[config.mk]
export PLATFORM = sky130hd
export DESIGN_NAME = rr_grant_arbiter
export DESIGN_NICKNAME = d
export VERILOG_FILES = /design/src/rtl/arb_pkg.sv /design/src/rtl/grant_dec2to4.sv /design/src/rtl/rr_grant_arbiter.sv
export SDC_FILE = /design/constraint.sdc
export NUM_CORES = 1
export LEC_CHECK = 0
export CAP_MARGIN = 20
export CORE_UTILIZATION = 50
export DETAILED_ROUTE_END_ITERATION = 7
export DONT_BUFFER_PORTS = 1
export PLACE_DENSITY = 0.63
export SETUP_SLACK_MARGIN = 0.05
export SYNTH_ARGS = -nofsm -noshare
export SYNTH_HDL_FRONTEND = slang
export SYNTH_SLANG_ARGS = --single-unit
[constraint.sdc]
create_clock -name clk -period 4.2 [get_ports clk]
set_input_delay 0.63 -clock clk [delete_from_list [all_inputs] [get_ports clk]]
set_output_delay 0.63 -clock clk [all_outputs]
set_load 0.005 [all_outputs]
[src/rtl/arb_pkg.sv]
// Shared definitions for the round-robin grant arbiter.
//   N_REQ       - number of requesters
//   ID_W        - width of a requester index
//   state_e     - arbiter FSM states
//   next_winner - rotating priority search starting at ptr
package arb_pkg;

  localparam int unsigned N_REQ = 4;
  localparam int unsigned ID_W  = 2;

  typedef enum logic [1:0] {
    StIdle = 2'd0,
    StBusy = 2'd1,
    StTurn = 2'd2
  } state_e;

  // First set request bit searching ptr, ptr+1, ... (mod N_REQ).
  // Returns ptr when no bit is set; callers only use it with req != 0.
  function automatic logic [ID_W-1:0] next_winner(input logic [N_REQ-1:0] req,
                                                  input logic [ID_W-1:0]  ptr);
    logic [ID_W-1:0] idx;
    logic            found;
    next_winner = ptr;
    found       = 1'b0;
    for (int unsigned i = 0; i < N_REQ; i++) begin
      idx = ptr + ID_W'(i);
      if (!found && req[idx]) begin
        next_winner = idx;
        found       = 1'b1;
      end
    end
  endfunction

endpackage

[src/rtl/grant_dec2to4.sv]
// Combinational 2-to-4 one-hot decoder with enable.
//   idx_i    - winner index
//   en_i     - grant active; all outputs low when 0
//   onehot_o - one-hot grant vector
module grant_dec2to4
  import arb_pkg::*;
(
  input  logic [ID_W-1:0]  idx_i,
  input  logic             en_i,
  output logic [N_REQ-1:0] onehot_o
);

  always_comb begin
    onehot_o = '0;
    if (en_i) begin
      onehot_o[idx_i] = 1'b1;
    end
  end

endmodule

[src/rtl/rr_grant_arbiter.sv]
// Round-robin arbiter sharing one resource between four requesters.
// The owner keeps the grant while it requests, for at most MAX_HOLD cycles;
// each grant is followed by a one-cycle TURN gap and an IDLE cycle.
//   clk       - clock, rising edge
//   rst       - asynchronous active-high reset
//   en        - permits new grants (does not cut a grant in progress)
//   req       - request vector, bit i = requester i
//   gnt       - registered one-hot grant, zero when no grant is active
//   gnt_id    - index of the current or last winner
//   gnt_valid - high exactly when gnt is non-zero
//   timeout   - one-cycle pulse in TURN after a forced release
module rr_grant_arbiter
  import arb_pkg::*;
#(
  parameter int unsigned MAX_HOLD = 16,
  parameter int unsigned CNT_W    = 5
) (
  input  logic             clk,
  input  logic             rst,
  input  logic             en,
  input  logic [N_REQ-1:0] req,
  output logic [N_REQ-1:0] gnt,
  output logic [ID_W-1:0]  gnt_id,
  output logic             gnt_valid,
  output logic             timeout
);

  localparam logic [CNT_W-1:0] MaxHold = CNT_W'(MAX_HOLD);

  state_e            state_q, state_d;
  logic [ID_W-1:0]   ptr_q, ptr_d;
  logic [CNT_W-1:0]  hold_cnt_q, hold_cnt_d;
  logic [ID_W-1:0]   gnt_id_q, gnt_id_d;
  logic [N_REQ-1:0]  gnt_q, gnt_d;
  logic              timeout_q, timeout_d;
  logic              gnt_en;

  always_comb begin
    state_d    = state_q;
    ptr_d      = ptr_q;
    hold_cnt_d = hold_cnt_q;
    gnt_id_d   = gnt_id_q;
    timeout_d  = 1'b0;
    gnt_en     = 1'b0;

    unique case (state_q)
      StIdle: begin
        if (en && (req != '0)) begin
          gnt_id_d   = next_winner(req, ptr_q);
          hold_cnt_d = CNT_W'(1);
          gnt_en     = 1'b1;
          state_d    = StBusy;
        end
      end
      StBusy: begin
        if (!req[gnt_id_q]) begin
          // A drop on the same edge as the limit is a normal release.
          ptr_d   = gnt_id_q + ID_W'(1);
          state_d = StTurn;
        end else if (hold_cnt_q == MaxHold) begin
          ptr_d     = gnt_id_q + ID_W'(1);
          timeout_d = 1'b1;
          state_d   = StTurn;
        end else begin
          hold_cnt_d = hold_cnt_q + CNT_W'(1);
          gnt_en     = 1'b1;
        end
      end
      StTurn: begin
        state_d = StIdle;
      end
      default: begin
        state_d = StIdle;
      end
    endcase
  end

  grant_dec2to4 u_dec (
    .idx_i    (gnt_id_d),
    .en_i     (gnt_en),
    .onehot_o (gnt_d)
  );

  always_ff @(posedge clk or posedge rst) begin
    if (rst) begin
      state_q    <= StIdle;
      ptr_q      <= '0;
      hold_cnt_q <= '0;
      gnt_id_q   <= '0;
      gnt_q      <= '0;
      timeout_q  <= 1'b0;
    end else begin
      state_q    <= state_d;
      ptr_q      <= ptr_d;
      hold_cnt_q <= hold_cnt_d;
      gnt_id_q   <= gnt_id_d;
      gnt_q      <= gnt_d;
      timeout_q  <= timeout_d;
    end
  end

  assign gnt       = gnt_q;
  assign gnt_id    = gnt_id_q;
  assign gnt_valid = |gnt_q;
  assign timeout   = timeout_q;

endmodule
=== After elaboration in Yosys (flattened, before gate mapping) ===
Cells that the tools add are included.

* $add $sub $neg: 5
* $lt $le $gt $ge: 7
* Equality and inequality tests: 7
* Multiplexer cells: 44
* Reductions and logical operators: 15

{| class="wikitable"
|+ Operator list
! kind !! count
|-
| 1-bit 2-to-1 mux || 21
|-
| 2-bit 2-to-1 mux || 10
|-
| 2-bit by 3-bit less-than comparator with 1-bit output (second input constant) || 6
|-
| 5-bit 2-to-1 mux || 3
|-
| 1-bit binary-select mux with 2-bit select || 5
|-
| 5-bit one-hot mux with 2 select lines || 1
|-
| 2-bit != test (second input constant) || 3
|-
| 5-bit by 1-bit adder with 5-bit output (second input constant) || 1
|-
| 5-bit == test (second input constant) || 1
|-
| 1-bit logical AND || 5
|-
| 2-bit by 1-bit adder with 2-bit output (second input constant) || 2
|-
| 2-bit adder (second input constant) || 2
|-
| 4-bit 2-to-1 mux || 1
|-
| 2-bit one-hot mux with 2 select lines || 1
|-
| 2-bit AND reduction || 2
|-
| 4-bit AND reduction || 1
|-
| 4-bit nonzero test || 1
|-
| 4-bit OR reduction || 1
|-
| 1-bit zero test || 3
|-
| 3-bit != test (second input constant) || 1
|-
| 1-bit demux with 2-bit select || 1
|-
| 2-bit by 1-bit == test with 1-bit output (second input constant) || 1
|-
| 2-bit by 1-bit greater-or-equal comparator with 1-bit output (second input constant) || 1
|-
| 2-bit zero test || 1
|-
| 3 further kinds || 3
|}

* Register bits after elaboration: 16
* Bits of input ports: 7
* Output and inout bits: 8
* Word-level logic and storage cells: 84

=== Depth between registers and ports, before layout ===
* Depth in word-level cells: 25
* Depth in mapped cells: 7
* Gate-level depth less buffers: 7

=== By module ===
From an unflattened synthesis, not the netlist that was laid out.

* Cells, all modules: 82
* Area, all modules: 883.3 um^2

{| class="wikitable"
|+ By module, submodules not included
! module !! instances !! cells an instance !! area an instance (um^2) !! sequential area each (um^2)
|-
| rr_grant_arbiter || 1 || 78 || 845.8 || 400.4
|-
| grant_dec2to4 || 1 || 4 || 37.5 || 0.0
|}

=== Least setup slack after synthesis ===
No wires, ideal clock.

* Path type: input port to flip-flop
* Start: in req[0]
* End: reg gnt_q[0], in the netlist gnt[0]
* Setup time: 124 ps
* Data arrival time: 1729 ps
* Data required time: 4076 ps
* Slack: 2347 ps
* Cell stages on the path: 7
* Path buffers: 1
* Cells stage by stage: buf_6 -> or4_4 -> nand3_1 -> nand2_1 -> o21a_2 -> inv_2 -> nor2_1

* Cells in the longest elaborated chain, start to end: 25
* Elaborated cells between the ends (all ways): 41
* Classes of those cells: order compare: 2; mux: 30; reduce/logical: 9

{| class="wikitable"
|+ Ends and longest elaborated chain
! element !! line !! text
|-
| start, declared || rr_grant_arbiter.sv:21 || <nowiki>input logic [N_REQ-1:0] req,</nowiki>
|-
| 1-bit binary-select mux with 2-bit select || arb_pkg.sv:27 || <nowiki>if (!found && req[idx]) begin</nowiki>
|-
| 1-bit 2-to-1 mux (not written as such) || arb_pkg.sv:27 ||
|-
| 1-bit 2-to-1 mux || arb_pkg.sv:27 ||
|-
| 1-bit 2-to-1 mux || rr_grant_arbiter.sv:48 || <nowiki>if (en && (req != '0)) begin</nowiki>
|-
| 1-bit 2-to-1 mux || rr_grant_arbiter.sv:46 || <nowiki>unique case (state_q)</nowiki>
|-
| 1-bit zero test || arb_pkg.sv:27 ||
|-
| 1-bit logical AND || arb_pkg.sv:27 ||
|-
| 1-bit 2-to-1 mux || arb_pkg.sv:27 ||
|-
| [... 11 more ...] || - ||
|-
| 2-bit 2-to-1 mux (*) || rr_grant_arbiter.sv:46 ||
|-
| net gnt_id_d[1] || rr_grant_arbiter.sv:33 || <nowiki>logic [ID_W-1:0] gnt_id_q, gnt_id_d;</nowiki>
|-
| 2-bit by 3-bit less-than comparator with 1-bit output (not written as such) / 2-bit by 1-bit greater-or-equal comparator with 1-bit output (equally long branches) || grant_dec2to4.sv:16 || <nowiki>onehot_o[idx_i] = 1'b1;</nowiki>
|-
| 1-bit logical AND (not written as such) || grant_dec2to4.sv:16 ||
|-
| 1-bit 2-to-1 mux (not written as such) || grant_dec2to4.sv:16 ||
|-
| 1-bit demux with 2-bit select (*) || - ||
|-
| 4-bit 2-to-1 mux (*) || grant_dec2to4.sv:15 || <nowiki>if (en_i) begin</nowiki>
|-
| net gnt_d[0] || rr_grant_arbiter.sv:34 || <nowiki>logic [N_REQ-1:0] gnt_q, gnt_d;</nowiki>
|-
| end signal, assigned || rr_grant_arbiter.sv:97 || <nowiki>gnt_q <= gnt_d;</nowiki>
|-
| end, declared || rr_grant_arbiter.sv:34 ||
|}

Mark *: on every way through the listed nets, which the timed path passes. The rest lies on a longest branch. The select of a mux whose other input is x is not followed.
A chain may end at the register's enable or synchronous reset.

=== Worst setup path in the final report ===
* Start: reg gnt_q[1], in the netlist gnt[1]
* End: out gnt_valid

* Cells in the longest elaborated chain, start to end: 1

{| class="wikitable"
|+ Ends and longest elaborated chain
! element !! line !! text
|-
| 4-bit OR reduction || rr_grant_arbiter.sv:104 || <nowiki>assign gnt_valid = |gnt_q;</nowiki>
|-
| end, declared || rr_grant_arbiter.sv:24 || <nowiki>output logic gnt_valid,</nowiki>
|}

No other way between the ends.

==> metrics.txt <==
CP startpoint kind register; gr ovfl total 0; largest net degree at the start of global routing 17; critical path data arrival time 1.22 ns; Comb pwr share 0.383; relative slew slack 0.601; count of cell types in the netlist 33; PD cells 654 mW/mm^2; fin. max-slew vios 0; HPWL after detailed placement ~1200 um; Static Leak 0.421 nW; Pre-antenna DRT Iters 6; Mapped Area ~870 um^2; CP Class register to output pin; status finished, violations left; DR vias ~620; Core Util, Final 0.584; Total Routed Length 1580 um; Sw Ratio 0.384; cell row count 14; Area Overhead vs Synth 5.20%; cell taking the most area after synthesis dfrtp_1; Clock power frac 0.168; NetSw 0.229 mW; maxcap violations 0; Via-to-Cell Ratio slightly below 6; clock period minus final worst setup slack between 1.5 and 2 ns; total core area 0.00156 mm^2; Initial Util 0.555; vias in the first global route 624; sequential fraction of the synthesis area 0.462; number of post-CTS setup repair buffers 0; Num CTS Buffers 3; number of clock sinks 16; CTS Hold Bufs 0; part of the power in registers 0.449; port bufs 0; FF+latch count, synth 16; Clock transition at path regs 0.09 ns; DR WL/cell roughly 15 um; Die Height 43.6 um; CTS tree built; peak supply drop 0.289 mV; Setup crit end kind output pin; final setup TNS 0 ns; fmax 540 MHz; CP required 3.57 ns; clk root buf clkbuf_4; Gate Count Post-Synth 85; antenna cells 0; delay-heaviest family, CP simple AND/OR/NAND/NOR gates; Ports 15; EDFF count, synth 0; Post-DRT Antenna Nets 0; failing checks DRC; maximum clock path buffer count 2; fraction of layout cells with a size suffix above 1 0.170; worst-path maximum fanout 2; Final Setup Violations 0; clk_lat worst skew 0.28 ns; Critical-path top delay cell or4_1; count leader, synth dfrtp_1; Synth Net Count 94; RSZ-0062 raised after global routing no; H-tree lvl count 1; Main synth FF type dfrtp_1; WP buf/inv 0; Post-synth ARST share 1.00; crit-path cells or4_1; Hold WC Path Type input port to asynchronous set/reset pin; first-pass GRT wire length between 2000 and 3000 um; initial antenna violation count 0; hold_ws slightly below 0.3 ns; Final Hold Fails 0; synth warn 0; DRC viols 1; DR iter-0 viols 9; largest cells by area after synthesis dfrtp_1, nor2_1, xor2_1; Layout Nets 98; Fin Clk Skew 0.00233 ns; Die X-Extent between 40 and 50 um; total power 0.596 mW; total track usage 0.208; post-CTS sizing 0; fin crit share 0.441; Synth top cells by count dfrtp_1, nor2_1, inv_1, nand2_1; Worst Tran Pin Value 0.598 ns; Max stage delay on crit path 0.55 ns; die area 0.00190 mm^2; Internal Pwr Total 0.367 mW; GP Congestion 0.741; Avg Inst Size Synth 10.2 um^2; share of the synthesized area in the top cell type 0.462
[stage by stage]
step | setup slack [ns] | area, um^2 | cells
after floorplan | 2.35 | 866 | 85
after global placement | 2.37 | 875 | 100
after detailed placement | 2.34 | 875 | 100
after CTS | 2.33 | 911 | 104
after global routing | 2.24 | 911 | 104
final | 2.35 | 911 | 104
[cell families (layout without fill, tap and decap cells)]
kind of cell | count (synthesis) | after routing | share of synthesized area
and+or+nand+nor | 35 | 35 | 0.246
xor gates and xnor gates | 4 | 4 | 0.0405
muxes | 2 | 2 | 0.0390
buffers and inverters | 9 | 12 | 0.0477
adders and majority gates | 2 | 2 | 0.0289
DFF | 16 | 16 | 0.462
AOI/OAI and AO/OA | 17 | 17 | 0.136
[layout make-up]
| type | count | area, um^2 |
|---|---|---|
| Sequential cell | 16 | 400 |
| Tap cell | 16 | 20.0 |
| Clock buffer | 4 | 36.3 |
| Inverter | 8 | 30.0 |
| Fill cell | 135 | 648 |
| Multi-Input combinational cell | 60 | 424 |
[layer usage]
layer	vias to the layer above	routed length [um]	global-route usage
met3	2	48	0.0375
li1	307	-	-
met4	0	10	0.0938
met2	12	801	0.331
met5	-	0	0
met1	296	722	0.274
[worst register-to-register path, stage by stage, from the launching register on]
cell	delay, ns
dfrtp_1	0.43
inv_1	0.07
ha_1	0.13
or4bb_1	0.55
and3_4	0.24
a22oi_1	0.22
nor2_1	0.07
[registers in the layout, summed over array words and instances (netlist names)]
name / flops
gnt_id: 2
state_q: 2
gnt: 4
ptr_q: 2
timeout: 1
hold_cnt_q: 5
[final timing paths]
kind | start | end | slack (ns) | cells past startpoint
min | rst | ptr_q[1] | 0.29 | 1
max | gnt[1] | gnt_valid | 2.35 | 1
min in group clk | hold_cnt_q[0] | hold_cnt_q[0] | 0.53 | 1
max in group asynchronous | rst | hold_cnt_q[1] | 3.52 | 1
max reg2reg | hold_cnt_q[0] | gnt[0] | 2.37 | 6
min reg2reg | hold_cnt_q[0] | hold_cnt_q[0] | 0.53 | 1
[power by group through the flow]
stage / logic (mW) / clock network (mW) / registers [mW]
CTS: 0.232 / 0.104 / 0.268
detailed placement: 0.230 / 0 / 0.272
global placement: 0.226 / 0 / 0.270
floorplan: 0.195 / 0 / 0.255
finish: 0.228 / 0.100 / 0.268
global route: 0.260 / 0.109 / 0.278
[cell usage in the layout (no fill, tap or decap), types with 2 or more instances in the layout]
master	synthesis	final
dfrtp_1	16	16
nor2_1	11	11
inv_1	7	7
nand2_1	5	5
nand3_1	4	4
a21oi_1	4	4
xor2_1	4	4
a22oi_1	3	3
o21ai_0	3	3
clkbuf_4	0	3
nor2b_1	2	2
and3_4	2	2
nand4_1	2	2
ha_1	2	2
(Power assumes the default switching activity.)
